<file path="config.mk">
export PLATFORM = sky130hd
export DESIGN_NAME = din_conditioner
export DESIGN_NICKNAME = d
export VERILOG_FILES = /design/src/rtl/din_conditioner.sv
export SDC_FILE = /design/constraint.sdc
export NUM_CORES = 1
export LEC_CHECK = 0
export CAP_MARGIN = 20
export CORE_AREA = 10 10 141 195
export CTS_CLUSTER_DIAMETER = 40
export CTS_CLUSTER_SIZE = 10
export DETAILED_ROUTE_END_ITERATION = 10
export DIE_AREA = 0 0 151 205
export GPL_TIMING_DRIVEN = 1
export PLACE_DENSITY_LB_ADDON = 0.1
export SLEW_MARGIN = 20
export SYNTH_ARGS = -nofsm -noshare
export SYNTH_HDL_FRONTEND = slang
export SYNTH_SLANG_ARGS = --single-unit
</file>
<file path="constraint.sdc">
create_clock -name clk -period 1.5 [get_ports clk]
set_input_delay 0.3 -clock clk [delete_from_list [all_inputs] [get_ports clk]]
set_output_delay 0.3 -clock clk [all_outputs]
set_load 0.005 [all_outputs]
</file>
<file path="src/rtl/din_conditioner.sv">
// Digital-input conditioner: 2-FF synchroniser, tick-paced debounce and sticky edge flags per channel,
// with a coherent snapshot on snap. Optional glitch counter enabled by DIN_CONDITIONER_GLITCH_CNT_EN.
module din_conditioner #(
  parameter int             N      = 16,
  parameter int             DB_LIM = 4,
  parameter logic [N-1:0]   INIT   = '0
) (
  input  logic         clk,
  input  logic         nRESET,
  input  logic         tick,
  input  logic [N-1:0] din_raw,
  input  logic         snap,
  output logic [N-1:0] filt,
  output logic [N-1:0] snap_filt,
  output logic [N-1:0] snap_rise,
  output logic [N-1:0] snap_fall,
  output logic [7:0]   glitch_cnt
);

  if (DB_LIM < 1 || DB_LIM > 15) begin : g_bad_db_lim
    $error("din_conditioner: DB_LIM=%0d outside legal range 1..15", DB_LIM);
  end

  localparam logic [3:0] CNT_MAX = 4'(DB_LIM - 1);

  logic [N-1:0] s1_q, s2_q;
  logic [N-1:0] filt_q, filt_d;
  logic [3:0]   cnt_q [N];
  logic [3:0]   cnt_d [N];
  logic [N-1:0] rise_q, rise_d, fall_q, fall_d;
  logic [N-1:0] rise_set, fall_set;
  logic [N-1:0] snap_filt_q, snap_filt_d;
  logic [N-1:0] snap_rise_q, snap_rise_d;
  logic [N-1:0] snap_fall_q, snap_fall_d;

  always_comb begin
    // NOTE: every signal assigned here gets a default first, so no path leaves one unassigned (no latch).
    filt_d   = filt_q;
    rise_set = '0;
    fall_set = '0;
    for (int i = 0; i < N; i++) begin
      cnt_d[i] = cnt_q[i];
      if (tick) begin
        if (s2_q[i] == filt_q[i]) begin
          cnt_d[i] = '0;
        end else if (cnt_q[i] == CNT_MAX) begin
          filt_d[i]   = s2_q[i];
          cnt_d[i]    = '0;
          rise_set[i] = s2_q[i];
          fall_set[i] = ~s2_q[i];
        end else begin
          cnt_d[i] = cnt_q[i] + 4'd1;
        end
      end
    end

    // Commits landing on the snap edge survive the clear and show in the next window.
    rise_d      = (snap ? '0 : rise_q) | rise_set;
    fall_d      = (snap ? '0 : fall_q) | fall_set;
    snap_filt_d = snap ? filt_q : snap_filt_q;
    snap_rise_d = snap ? rise_q : snap_rise_q;
    snap_fall_d = snap ? fall_q : snap_fall_q;
  end

  always_ff @(posedge clk or negedge nRESET) begin
    if (!nRESET) begin
      s1_q        <= INIT;
      s2_q        <= INIT;
      filt_q      <= INIT;
      rise_q      <= '0;
      fall_q      <= '0;
      snap_filt_q <= INIT;
      snap_rise_q <= '0;
      snap_fall_q <= '0;
      // NOTE: the counter array is a bank of flops, not a RAM, so it is reset like any other state.
      for (int i = 0; i < N; i++) cnt_q[i] <= '0;
    end else begin
      // NOTE: sequential state uses non-blocking assignments so all flops update from pre-edge values.
      s1_q        <= din_raw;
      s2_q        <= s1_q;
      filt_q      <= filt_d;
      rise_q      <= rise_d;
      fall_q      <= fall_d;
      snap_filt_q <= snap_filt_d;
      snap_rise_q <= snap_rise_d;
      snap_fall_q <= snap_fall_d;
      for (int i = 0; i < N; i++) cnt_q[i] <= cnt_d[i];
    end
  end

  assign filt      = filt_q;
  assign snap_filt = snap_filt_q;
  assign snap_rise = snap_rise_q;
  assign snap_fall = snap_fall_q;

`ifdef DIN_CONDITIONER_GLITCH_CNT_EN
  logic [N-1:0] abort;
  logic         any_abort;
  logic [7:0]   gl_q, gl_d;
  logic [7:0]   glitch_cnt_q, glitch_cnt_d;

  always_comb begin
    for (int i = 0; i < N; i++) begin
      abort[i] = tick && (s2_q[i] == filt_q[i]) && (cnt_q[i] != 4'd0);
    end
    any_abort = |abort;

    // One increment per tick edge no matter how many channels abort; saturates at 255.
    gl_d = gl_q;
    if (snap) begin
      gl_d = {7'd0, any_abort};
    end else if (any_abort && gl_q != 8'hFF) begin
      gl_d = gl_q + 8'd1;
    end
    glitch_cnt_d = snap ? gl_q : glitch_cnt_q;
  end

  always_ff @(posedge clk or negedge nRESET) begin
    if (!nRESET) begin
      gl_q         <= '0;
      glitch_cnt_q <= '0;
    end else begin
      gl_q         <= gl_d;
      glitch_cnt_q <= glitch_cnt_d;
    end
  end

  assign glitch_cnt = glitch_cnt_q;
`else
  assign glitch_cnt = 8'h00;
`endif

endmodule

</file>
* Word level (Yosys, flattened, before mapping) *
Cells that the tools add are included.

word-level totals
  register bits = 192
  output and inout port bits = 72

cells by class
  add/subtract/negate cells = 16
  equality and inequality tests = 32
  multiplexer cells = 130
  bitwise operators = 34
  reduce and logical (&&, ||, !) cells = 16

operators by type and width
  kind                                                 number
  two-way mux 4 bit                                    32
  two-way mux 1 bit                                    96
  adder 4 x 1 -> 4 bit, second input constant          16
  equality test 4 x 2 -> 1 bit, second input constant  16
  AND reduction 3 bit                                  16
  two-way mux 16 bit                                   2
  inverter 1 bit                                       32
  OR 16 bit                                            2
  equality test 1 bit                                  16

* Longest topological paths before layout *
  depth in word-level cells = 5
  gate-level depth with buffers = 6

* Least setup slack after synthesis *
OpenSTA, ideal clock, no wires.

  kind = input to register
  from = in tick
  to = reg fall_q[10]
  library setup time = 96 ps
  arrival = 1326 ps
  required time = 1404 ps
  path slack = 78 ps
  stages = 5
  cells stage by stage = buf_4 -> inv_2 -> buf_6 -> or4b_4 -> o32ai_2

on the way
  longest elaborated chain between the ends = 2

ends and longest elaborated chain
  item                  RTL line  RTL
  start, declared       10        input logic tick,
  two-way mux 1 bit     43        if (tick) begin
  OR 16 bit             59        fall_d = (snap ? '0 : fall_q) | fall_set;
  via fall_d[10]        30        logic [N-1:0] rise_q, rise_d, fall_q, fall_d;
  end signal, assigned  83        fall_q <= fall_d;
  end, declared         30

The timed path passes the listed nets, and every way through them passes these cells.
A chain may end at the register's enable or synchronous reset.

* Final worst setup path *
  from = reg cnt_q[60] (netlist bit)
  to = reg rise_q[0]

on the way
  longest elaborated chain between the ends = 5

ends and longest elaborated chain
  item                          RTL line  RTL
  start, declared               28        logic [3:0] cnt_q [N];
  equality test 4 x 2 -> 1 bit  46        end else if (cnt_q[i] == CNT_MAX) begin
  two-way mux 1 bit             46
  two-way mux 1 bit             44        if (s2_q[i] == filt_q[i]) begin
  two-way mux 1 bit             43
  OR 16 bit                     58        rise_d = (snap ? '0 : rise_q) | rise_set;
  via rise_d[0]                 30
  end signal, assigned          82        rise_q <= rise_d;
  end, declared                 30

The timed path passes the listed nets, and every way through them passes these cells.

==> run_results.csv <==
group,metric,value,unit
detailed_routing,postRouteAntennaNets,0,
setup_path,critical_path_class,"reg2reg",
global_routing,grt_pass1_wl,27.8,mm
layout,finish.instance_area,0.0104,sq mm
pwr,ir_drop,0.871,mV
synth,syn_area,0.00824,sq mm
placed_design,port_buffers,83,
detailed_routing,avgRoutedWirePerCell,15.4,microns
synth,synth_top_cell_by_area,"dfrtp_1",
die,die_area,0.0310,sq mm
hold_path,hold_depth,1,
synth,synth_common_cells,"dfrtp_1 (192), inv_1 (64), mux2_2 (63), o2bb2ai_1 (46), o21ai_0 (31)",
detailed_routing,vias_per_cell,4.97,
timing,setup_viol,0,
die,die_h,205,microns
global_routing,antenna_found_initial,0,
die,core,0.0238,sq mm
synth,avgSynthCellArea,13.2,sq um
synth,synth_edf_count,0,
cts,ctsLongestPathBuffers,2,
synth,syn_inst,626,
timing,finalMaxSlewViolations,0,
setup_path,startpoint,"cnt_q[60]$_DFFE_PN0P_",
placed_design,place_congestion,0.704,
synth,yosysMostFrequentCell,"dfrtp_1",
placed_design,dpl.cell_count,1019,
layout,synthToLayoutAreaGrowth,26.3,%
timing,layout_setup_ws,0.0660,ns
detailed_routing,met1_length,6.90,mm
die,dieWidth,151,microns
synth,yosys-top-cells-area,"dfrtp_1 (58%), mux2_2 (8.6%), o2bb2ai_1 (4.9%)",
pwr,leakage,4.81,nW
run,cap_violations,0,
die,io_pins,92,
cts,clk_pin_slew,0.07,ns
cts,cts_sinks,192,
setup_path,arrival,1.77,ns
status,status,"completed",
timing,finalHoldViolations,0,
detailed_routing,wl,16.5,mm
timing,finalCritPeriodShare,0.956,
setup_path,r2r_start,"cnt_q[60]$_DFFE_PN0P_",
layout,drive_gt1_frac,0.260,
global_routing,first_global_vias,5670,
hold_path,hold_class,"in2reg",
layout,finalNonFillerCells,1069,
placed_design,placed_cell_area,0.00960,sq mm
detailed_routing,drt_iter0_markers,270,
global_routing,grt_use_total,0.110,
setup_path,path_max_fanout,4,
detailed_routing,wl_met3,722,microns
layout,fin_nets,782,
cts,cts_buffers,17,
synth,synth-main-ff-cell,"dfrtp_1",
cts,clock-root-buffer,"clkbuf_16",
global_routing,grt_max_degree,80,
timing,skew,0.00728,ns
synth,synth-async-reset-ratio,1.00,
setup_path,critPathRequiredTime,1.84,ns
synth,synthDistinctLibCells,34,
timing,fmax,0.697,GHz
timing,whs,0.301,ns
timing,post-route-min-period,1.43,ns
synth,yosys_register_bits,192,
die,start_util,0.346,
setup_path,start_kind,"flop",
synth,synth_top_area_share,0.583,
cts,cts_tree,"yes",
global_routing,grt_overflow,0,
detailed_routing,first_pass_iters,4,
pwr,p_per_area,1540,mW/mm^2
cts,insertion_delay,0.43,ns
setup_path,reg2reg_depth,3,
detailed_routing,drc,0,
timing,tns,0,ns
synth,synth-seq-area-share,0.583,
layout,antenna_cells,0,
detailed_routing,dr_wl_met2,8.68,mm
layout,fillers,2227,
hold_path,hp-start,"din_raw[13]",
synth,yosysWarnings,0,
placed_design,dp_hpwl,11.1,mm
setup_path,cp-end-kind,"flop",
placed_design,place_ws,-0.156,ns
die,row_count,67,
cts,h-tree-depth,4,
detailed_routing,vias,5317,
detailed_routing,highest_layer,"met4",
## flip-flops by register name, summed over array words and instances, names as in the netlist
register	flops
snap_rise	16
s2_q	16
snap_fall	16
rise_q	16
s1_q	16
cnt_q	64
snap_filt	16
fall_q	16
filt	16
## metal layers
metal | GRT usage | vias up
met2 | 0.191 | 71
met5 | 0 | -
met4 | 0.0393 | 0
met1 | 0.123 | 2728
li1 | - | 2504
met3 | 0.0373 | 14
## per-stage QoR
stage	utilization	total power, mW
2_1_floorplan	-	9.24
3_3_place_gp	0.403	11.1
3_5_place_dp	0.403	11.3
4_1_cts	0.432	16.2
5_1_grt	0.437	17.2
6_report	0.437	16.1
## area by class of cell
type                       instances  area (sq um)  share of cell area
inverter                          65           244              0.0234
multi-input combinational        345          3160               0.304
clock buffer                      19           443              0.0425
sequential                       192          4820               0.463
tap                              310           388              0.0373
clock inverter                    13           185              0.0178
timing repair buffer             125          1170               0.112
## critical path: stages, from the launching register on
cell and delay, ns:
dfrtp_1 0.39, ha_2 0.22, or4b_4 0.50, o32ai_1 0.23
## what timing repair did
item                                    4_1_cts  5_1_grt
endpoints found under the setup margin       67       21
hold buffers                                  1        0
endpoints found under the hold margin        29        0
setup buffers                                14        3
gates resized for setup                      79       18
## worst paths after layout
| check | end | slack [ns] |
|---|---|---|
| setup / recovery | rise_q[0]$_DFF_PN0_ | 0.07 |
| hold / removal | s1_q[13]$_DFF_PN0_ | 0.30 |
| setup reg to reg | rise_q[0]$_DFF_PN0_ | 0.07 |
| hold reg to reg | s2_q[1]$_DFF_PN0_ | 0.35 |
| max in group asynchronous | filt[10]$_DFFE_PN0P_ | 0.56 |
| min in group asynchronous | snap_fall[0]$_DFFE_PN0P_ | 0.35 |
## where the power goes
part,internal [mW],switching [mW],total (mW),leakage [nW]
clock network,2.84,1.94,4.77,0.303
logic,2.34,2.04,4.38,2.04
registers,6.20,0.705,6.90,2.46
total,11.4,4.68,16.1,4.81
## cell usage in the layout (no fill, tap or decap), drive strengths merged, types with 2 or more instances in the layout
master and instances:
clkdlybuf4s50 16, nand2 18, clkdlybuf4s15 2, clkbuf 20
mux2i 16, nand4b 15, buf 43, clkinv 6
clkinvlp 2, or4b 14, nor3 15, mux2 63
nor3b 16, xnor2 16, conb 8, ha 16
bufinv 4, o21ai 31, nand3b 15, and3 15
dlygate4sd2 62, dfrtp 192, inv 66, o2bb2ai 46
o32ai 32
## cell families after synthesis
kind of cell / Yosys count / share of synthesized area
other cells: 1 / 0.000455
buf+inv: 96 / 0.0495
flops: 192 / 0.583
mux: 79 / 0.106
compound gates: 113 / 0.122
simple gates: 112 / 0.0972
fa+ha+maj: 16 / 0.0243
xor+xnor: 17 / 0.0181
Note: power is estimated with default switching activity, not from simulation.
